--- config.mk ---
export PLATFORM = sky130hd
export DESIGN_NAME = rr_burst_arbiter
export DESIGN_NICKNAME = d
export VERILOG_FILES = /design/src/rtl/rr_burst_arbiter.sv
export SDC_FILE = /design/constraint.sdc
export NUM_CORES = 1
export LEC_CHECK = 0
export BUFFER_PORTS_ARGS = -buffer_cell sky130_fd_sc_hd__buf_2
export CORE_MARGIN = 5
export CORE_UTILIZATION = 50
export DETAILED_ROUTE_END_ITERATION = 16
export GPL_ROUTABILITY_DRIVEN = 0
export GPL_TIMING_DRIVEN = 1
export PLACE_DENSITY = 0.95
export SLEW_MARGIN = 25
export SYNTH_ARGS = -nofsm -noshare
export SYNTH_HDL_FRONTEND = slang
export SYNTH_SLANG_ARGS = --single-unit
--- constraint.sdc ---
create_clock -name clk -period 4.3 [get_ports clk]
set_input_delay 0.86 -clock clk [delete_from_list [all_inputs] [get_ports clk]]
set_output_delay 0.86 -clock clk [all_outputs]
set_load 0.05 [all_outputs]
--- src/rtl/rr_burst_arbiter.sv ---
// rr_burst_arbiter: 3-way round-robin arbiter that holds a grant for a whole burst and feeds one output register. Ports: clk, res_n, input0-2/req0-2/last0-2 in, grant0-2 out, out_data/out_src/out_last/out_valid out, out_ready in.
module rr_burst_arbiter #(
  parameter int WIDTH = 8
) (
  input  logic             clk,
  input  logic             res_n,
  input  logic [WIDTH-1:0] input0,
  input  logic [WIDTH-1:0] input1,
  input  logic [WIDTH-1:0] input2,
  input  logic             req0,
  input  logic             req1,
  input  logic             req2,
  input  logic             last0,
  input  logic             last1,
  input  logic             last2,
  output logic             grant0,
  output logic             grant1,
  output logic             grant2,
  output logic [WIDTH-1:0] out_data,
  output logic [1:0]       out_src,
  output logic             out_last,
  output logic             out_valid,
  input  logic             out_ready
);
  typedef enum logic {IDLE, BURST} state_t;
  state_t           state_q, state_d;
  logic [1:0]       owner_q, owner_d, ptr_q, ptr_d, src_q, src_d;
  logic [WIDTH-1:0] data_q, data_d;
  logic             last_q, last_d, valid_q, valid_d;
  logic [2:0]       req;
  logic [1:0]       p1, p2, cand;
  logic             has_cand, can_load, gnt, sel_last;
  logic [WIDTH-1:0] sel_data;
  assign req = {req2, req1, req0};
  always_comb begin
    p1 = ptr_q == 2'd2 ? 2'd0 : ptr_q + 2'd1;
    p2 = ptr_q == 2'd0 ? 2'd2 : ptr_q - 2'd1;
    cand = state_q == BURST ? owner_q : req[ptr_q] ? ptr_q : req[p1] ? p1 : p2;
    has_cand = state_q == BURST ? req[owner_q] : |req;
    can_load = !valid_q | out_ready;
    gnt = has_cand & can_load & res_n;
    sel_data = cand == 2'd0 ? input0 : cand == 2'd1 ? input1 : input2;
    sel_last = cand == 2'd0 ? last0 : cand == 2'd1 ? last1 : last2;
    data_d = gnt ? sel_data : data_q;
    src_d = gnt ? cand : src_q;
    last_d = gnt ? sel_last : last_q;
    valid_d = gnt | (valid_q & !out_ready);
    ptr_d = gnt & sel_last ? (cand == 2'd2 ? 2'd0 : cand + 2'd1) : ptr_q;
    state_d = gnt ? (sel_last ? IDLE : BURST) : state_q;
    owner_d = gnt & !sel_last ? cand : owner_q;
  end
  always_ff @(posedge clk) begin
    if (!res_n) begin
      state_q <= IDLE;
      owner_q <= '0;
      ptr_q <= '0;
      data_q <= '0;
      src_q <= '0;
      last_q <= 1'b0;
      valid_q <= 1'b0;
    end else begin
      state_q <= state_d;
      owner_q <= owner_d;
      ptr_q <= ptr_d;
      data_q <= data_d;
      src_q <= src_d;
      last_q <= last_d;
      valid_q <= valid_d;
    end
  end
  assign grant0 = gnt & (cand == 2'd0);
  assign grant1 = gnt & (cand == 2'd1);
  assign grant2 = gnt & (cand == 2'd2);
  assign out_data = data_q;
  assign out_src = src_q;
  assign out_last = last_q;
  assign out_valid = valid_q;
endmodule

# --- Yosys cells after proc, flatten, opt, wreduce, memory -nomap -nowiden ---
# Index checks and enable logic that the tools add are counted.
word_totals:
  n_memories: 0
  latch_bits: 0
  register_bits: 17
  in_bits: 33
  ram_bits: 0
  romBits: 0
  output_inout_bits: 15
op_classes:
  n_addsub: 3
  n_lt_le_gt_ge: 3
  multipliers: 0
  div_mod_pow: 0
  n_reduce_logical: 6
  n_mux: 18
  shift: 0
  n_bitwise: 10
  eq_ne: 3
op_table:
  columns: ["operator", "n"]
  rows:
  - ["$mux W8", 2]
  - ["$mux W2", 6]
  - ["$lt A2 B3 Y1 const B", 3]
  - ["$and A1 B1 Y1", 8]
  - ["$mux W1", 7]
  - ["$bmux W1 S2", 3]
  - ["$add A2 B1 Y2 const B", 2]
  - ["$eq A2 B2 Y1 const B", 2]
  - ["$logic_not A2 Y1", 2]
  - ["$logic_not A1 Y1", 3]
  - ["$reduce_or A3 Y1", 1]
  - ["$eq A2 B1 Y1 const B", 1]
  - ["$or A1 B1 Y1", 2]
  - ["$sub A2 B1 Y2 const B", 1]

# --- Longest topological paths before layout ---
logic_depth:
  depth_word: 12
  depth_mapped: 10
  mapped_depth_nobuf: 8

# --- Least setup slack after synthesis ---
# No wires, ideal clock.
synth_path:
  path_kind: "in2out"
  from: "in req2"
  to: "out grant1"
  path_buffers: 2
  t_required_ps: 3440
  arrival_ps: 2437
  stages: 7
  slack_ps: 1003
  path_cell_list: "a31oi_1 > o221a_2 > or2_1 > clkbuf_1 > buf_2 > nand2_1 > nor2_1"
synth_via:
  elab_chain_len: 7
synth_rtl:
  columns: ["element", "line", "source"]
  rows:
  - ["from (decl)", "12", "input logic req2,"]
  - ["$bmux W1 S2", "38", "cand = state_q == BURST ? owner_q : req[ptr_q] ? ptr_q : req[p1] ? p1 : p2;"]
  - ["$mux W1 (implied by the code)", "38", null]
  - ["$mux W2 (3 in series)", "38", null]
  - ["$eq A2 B1 Y1", "72", "assign grant1 = gnt & (cand == 2'd1);"]
  - ["$and A1 B1 Y1 (*)", "72", null]
  - ["to (decl)", "17", "output logic grant1,"]
# Every way passes the cells marked *; elsewhere a longest branch is shown, timed or not. The select of a mux whose other input is x is not followed.

# --- Worst setup path in the final report ---
layout_path:
  from: "reg ptr_q[0]"
  to: "out grant0"
layout_via:
  elab_chain_len: 9
layout_rtl:
  columns: ["element", "line", "source"]
  rows:
  - ["from (decl)", "27", "logic [1:0] owner_q, owner_d, ptr_q, ptr_d, src_q, src_d;"]
  - ["from (signal assigned)", "64", "ptr_q <= ptr_d;"]
  - ["$add A2 B1 Y2 or $eq A2 B2 Y1 (tied branches)", "36", "p1 = ptr_q == 2'd2 ? 2'd0 : ptr_q + 2'd1;"]
  - ["$mux W2", "36", null]
  - ["$bmux W1 S2", "38", null]
  - ["$mux W1 (implied by the code)", "38", null]
  - ["$mux W2", "38", null]
  - ["$mux W2 (*) (2 in series)", "38", null]
  - ["$logic_not A2 Y1 (*)", "71", "assign grant0 = gnt & (cand == 2'd0);"]
  - ["$and A1 B1 Y1 (*)", "71", null]
  - ["to (decl)", "16", "output logic grant0,"]
# Marks and branches as above.

==> flow_summary.toml <==
[synth]
synth_fp_nets = 170
postSynthAreaPerCell_um2 = 7.983
seq_area_frac_synth = 0.3181
synth_cell_type_count = 37
syn-instance-count = 134
synth.yosys.warnings = 0
syn_area_um2 = 1070
ys_ff_latch = 17

[critical_path]
critPathLaunch = "ptr_q[0]"
slowest_delay_ns = 0.49
worstPathRequired_ns = 3.44
worst_ep_arrival_time_ns = 2.61
worst_setup_path_end_kind = "primary output"
worst_r2r_startpoint = "ptr_q[0]"
critical_path.cell_chain = "ha_1 -> and2b_1 -> o21ai_1 -> a211o_1 -> nand3b_1 -> nor2_1 -> buf_2"
worst-path-buf-inv = 1
cp_max_fo = 20
critical-path-slowest-cell = "sky130_fd_sc_hd__dfxtp_1"
path_class = "reg -> out"
rrSetupSlack_ns = 1.67
worst_setup_path_start_kind = "flop"
cp_top_family = "simple AND/OR/NAND/NOR gates"

[clock_network]
insertion_delay_ns = 0.29
clk_path_buf_depth = 2
post_cts.resized_instances = 0
htreeDepth = 1
clock_sinks = 17
path_clk_slew_ns = 0.10
hold_buffers = 0
cts_tree = "built"
cts_inserted_buffers = 3
cts_root_buf = "sky130_fd_sc_hd__clkbuf_4"
post-cts-setup-buffer-count = 0

[route]
routed-via-count = 1174
detail_route.wirelength_mm = 2.970
detail-route-antenna-nets = 0
dr.pass1.iters = 4
drt-vias-per-instance = 5.755
drc = 0
drt-wirelength-per-cell_um = 14.56
detailedRoute.firstIterationViolations = 35

[min_path]
hold_path.startpoint = "out_data[1]"
worst_hold_path_type = "reg -> reg"

[sta]
final.min_clock_period_ns = 3.470
fin_hold_ws_ns = 0.4701
report.final.hold_viol_count = 0
fin_skew_ns = 0.001942
worst_slew_pin_slew_ns = 0.6198
grt_setup_unrepaired = "no"
finalSetupViolations = 0
period_share = 0.8070
timing.final.max_slew_violations = 0
slew_headroom = 0.5868
max_freq_ghz = 0.2882
totalNegativeSetupSlack_ns = 0

[global_routing]
gr-total-overflow = 0
grt_pass1_wl_mm = 4.905
grt_antenna_before_repair = 0
grt_usage = 0.1911
grt_pass1_vias = 1123
grt_start_max_net_pins = 27

[power_and_ir_drop]
cellLeakagePower_uw = 0.0006219
overall_power_after_layout_uw = 813.2
ir_drop_mv = 0.4168
p_per_area_nw_per_um2 = 610.8

[job]
max_cap_violations = 0

[floorplanning]
die_w_um = 56.26
fp.dieArea_um2 = 3165
num_io_pins = 48
core_area_um2 = 2002
initial_util = 0.5344
die_height_um = 56.26
row_count = 16

[layout]
finalNetCount = 214
layout_cells_sized_above_1 = 0.3164
areaGrowthSynthToFinish_pct = 24.44
num_antenna_cells = 0
filler_cell_count = 173
fin_cells = 204
post-route-util = 0.6650

[placed_design]
dpl.hpwl_mm = 2.315
place_inst = 200
port_buffers = 47

[status]
status = "complete, no violations"
[cells by family after synthesis]
kind of cell               after synthesis  share of synthesized area
adders and majority gates                3                    0.03509
AOI/OAI and AO/OA                       48                     0.3450
buffers and inverters                   17                    0.07016
muxes                                    2                    0.01871
and+or+nand+nor                         47                     0.2129
DFF                                     17                     0.3181
[metrics by stage]
stage	area [µm²]	setup slack [ns]
finish	1331	0.8299
global route	1331	0.6633
CTS	1331	0.8636
detailed placement	1305	0.9989
global placement	1305	1.073
floorplan	1070	1.003
[final timing paths]
path | to | depth (start not counted)
max | grant0 | 7
min | out_data[1] | 2
max reg2reg | ptr_q[0] | 8
min reg2reg | out_data[1] | 2
[flip-flops by register name, summed over array words and instances, names as in the netlist]
register	flops
state_q	1
out_valid	1
owner_q	2
out_last	1
out_src	2
ptr_q	2
out_data	8
[power breakdown]
group	switching (µW)	internal [µW]	leakage, µW
sequential	32.9	204	0.000141
clock	51.5	36.0	0.0000150
combinational	338	151	0.000466
[Yosys cell counts]
master	number	share of area
sky130_fd_sc_hd__and2_1	1	0.0059
sky130_fd_sc_hd__a311o_1	1	0.0094
sky130_fd_sc_hd__o221a_2	2	0.021
sky130_fd_sc_hd__nor3_1	3	0.014
sky130_fd_sc_hd__and3_1	1	0.0059
sky130_fd_sc_hd__o31ai_1	10	0.070
sky130_fd_sc_hd__and4b_1	1	0.0094
sky130_fd_sc_hd__a32o_1	1	0.0094
sky130_fd_sc_hd__nor2_1	15	0.053
sky130_fd_sc_hd__ha_1	3	0.035
sky130_fd_sc_hd__nand3b_1	1	0.0070
sky130_fd_sc_hd__a311oi_1	8	0.065
sky130_fd_sc_hd__inv_2	1	0.0035
sky130_fd_sc_hd__o21ai_0	2	0.0094
sky130_fd_sc_hd__mux2i_1	2	0.019
sky130_fd_sc_hd__nor2b_1	1	0.0059
sky130_fd_sc_hd__a21bo_1	1	0.0094
sky130_fd_sc_hd__a21oi_1	6	0.028
sky130_fd_sc_hd__nand2b_1	3	0.018
sky130_fd_sc_hd__a31oi_1	1	0.0059
sky130_fd_sc_hd__dfxtp_1	17	0.32
sky130_fd_sc_hd__clkbuf_1	6	0.021
sky130_fd_sc_hd__o2bb2ai_1	2	0.016
sky130_fd_sc_hd__or2_1	1	0.0059
sky130_fd_sc_hd__o31a_1	1	0.0082
sky130_fd_sc_hd__buf_6	1	0.011
sky130_fd_sc_hd__o211ai_1	1	0.0070
sky130_fd_sc_hd__nand2_1	10	0.035
sky130_fd_sc_hd__nand3_1	8	0.037
sky130_fd_sc_hd__o21ai_1	1	0.0047
sky130_fd_sc_hd__o211a_1	1	0.0094
sky130_fd_sc_hd__nand3_2	1	0.0094
sky130_fd_sc_hd__inv_1	6	0.021
sky130_fd_sc_hd__a21boi_0	9	0.063
sky130_fd_sc_hd__a211o_1	1	0.0082
sky130_fd_sc_hd__and2b_1	1	0.0070
sky130_fd_sc_hd__buf_2	3	0.014
[layer usage]
layer | vias to the layer above | routed length [µm] | GRT usage
li1 | 585 | - | -
met1 | 543 | 1256 | 0.2368
met2 | 42 | 1499 | 0.3155
met3 | 4 | 159 | 0.03670
met4 | 0 | 53 | 0.09153
met5 | - | 0 | 0
[cells in the final DEF (no fill, tap or decap), types with 2 or more instances in the layout]
cell	Yosys	routed
sky130_fd_sc_hd__nand3_1	8	8
sky130_fd_sc_hd__a21boi_0	9	9
sky130_fd_sc_hd__dfxtp_1	17	17
sky130_fd_sc_hd__a311oi_1	8	8
sky130_fd_sc_hd__o31ai_1	10	10
sky130_fd_sc_hd__nor2_1	15	15
sky130_fd_sc_hd__mux2i_1	2	2
sky130_fd_sc_hd__buf_4	0	2
sky130_fd_sc_hd__a21oi_1	6	6
sky130_fd_sc_hd__nand2b_1	3	3
sky130_fd_sc_hd__o21ai_0	2	2
sky130_fd_sc_hd__o221a_2	2	2
sky130_fd_sc_hd__ha_1	3	3
sky130_fd_sc_hd__nand2_1	10	10
sky130_fd_sc_hd__clkbuf_4	0	3
sky130_fd_sc_hd__inv_1	6	6
sky130_fd_sc_hd__nor3_1	3	3
sky130_fd_sc_hd__buf_2	3	47
sky130_fd_sc_hd__o2bb2ai_1	2	2
[tightest hold or removal path, cell delays in order, from the launching register on]
cell	delay (ns)
sky130_fd_sc_hd__dfxtp_1	0.32
sky130_fd_sc_hd__nand3_1	0.06
sky130_fd_sc_hd__o31ai_1	0.06
[cell type report]
cell class	instances	area, µm²	share of cell area
clock buffers	4	26.28	0.01974
inverters	7	26.28	0.01974
multi-input cells	100	654.4	0.4915
flip-flops and latches	17	340.3	0.2556
well taps	27	33.78	0.02538
repair buffers	49	250.2	0.1880
Note: power is estimated with default switching activity, not from simulation.
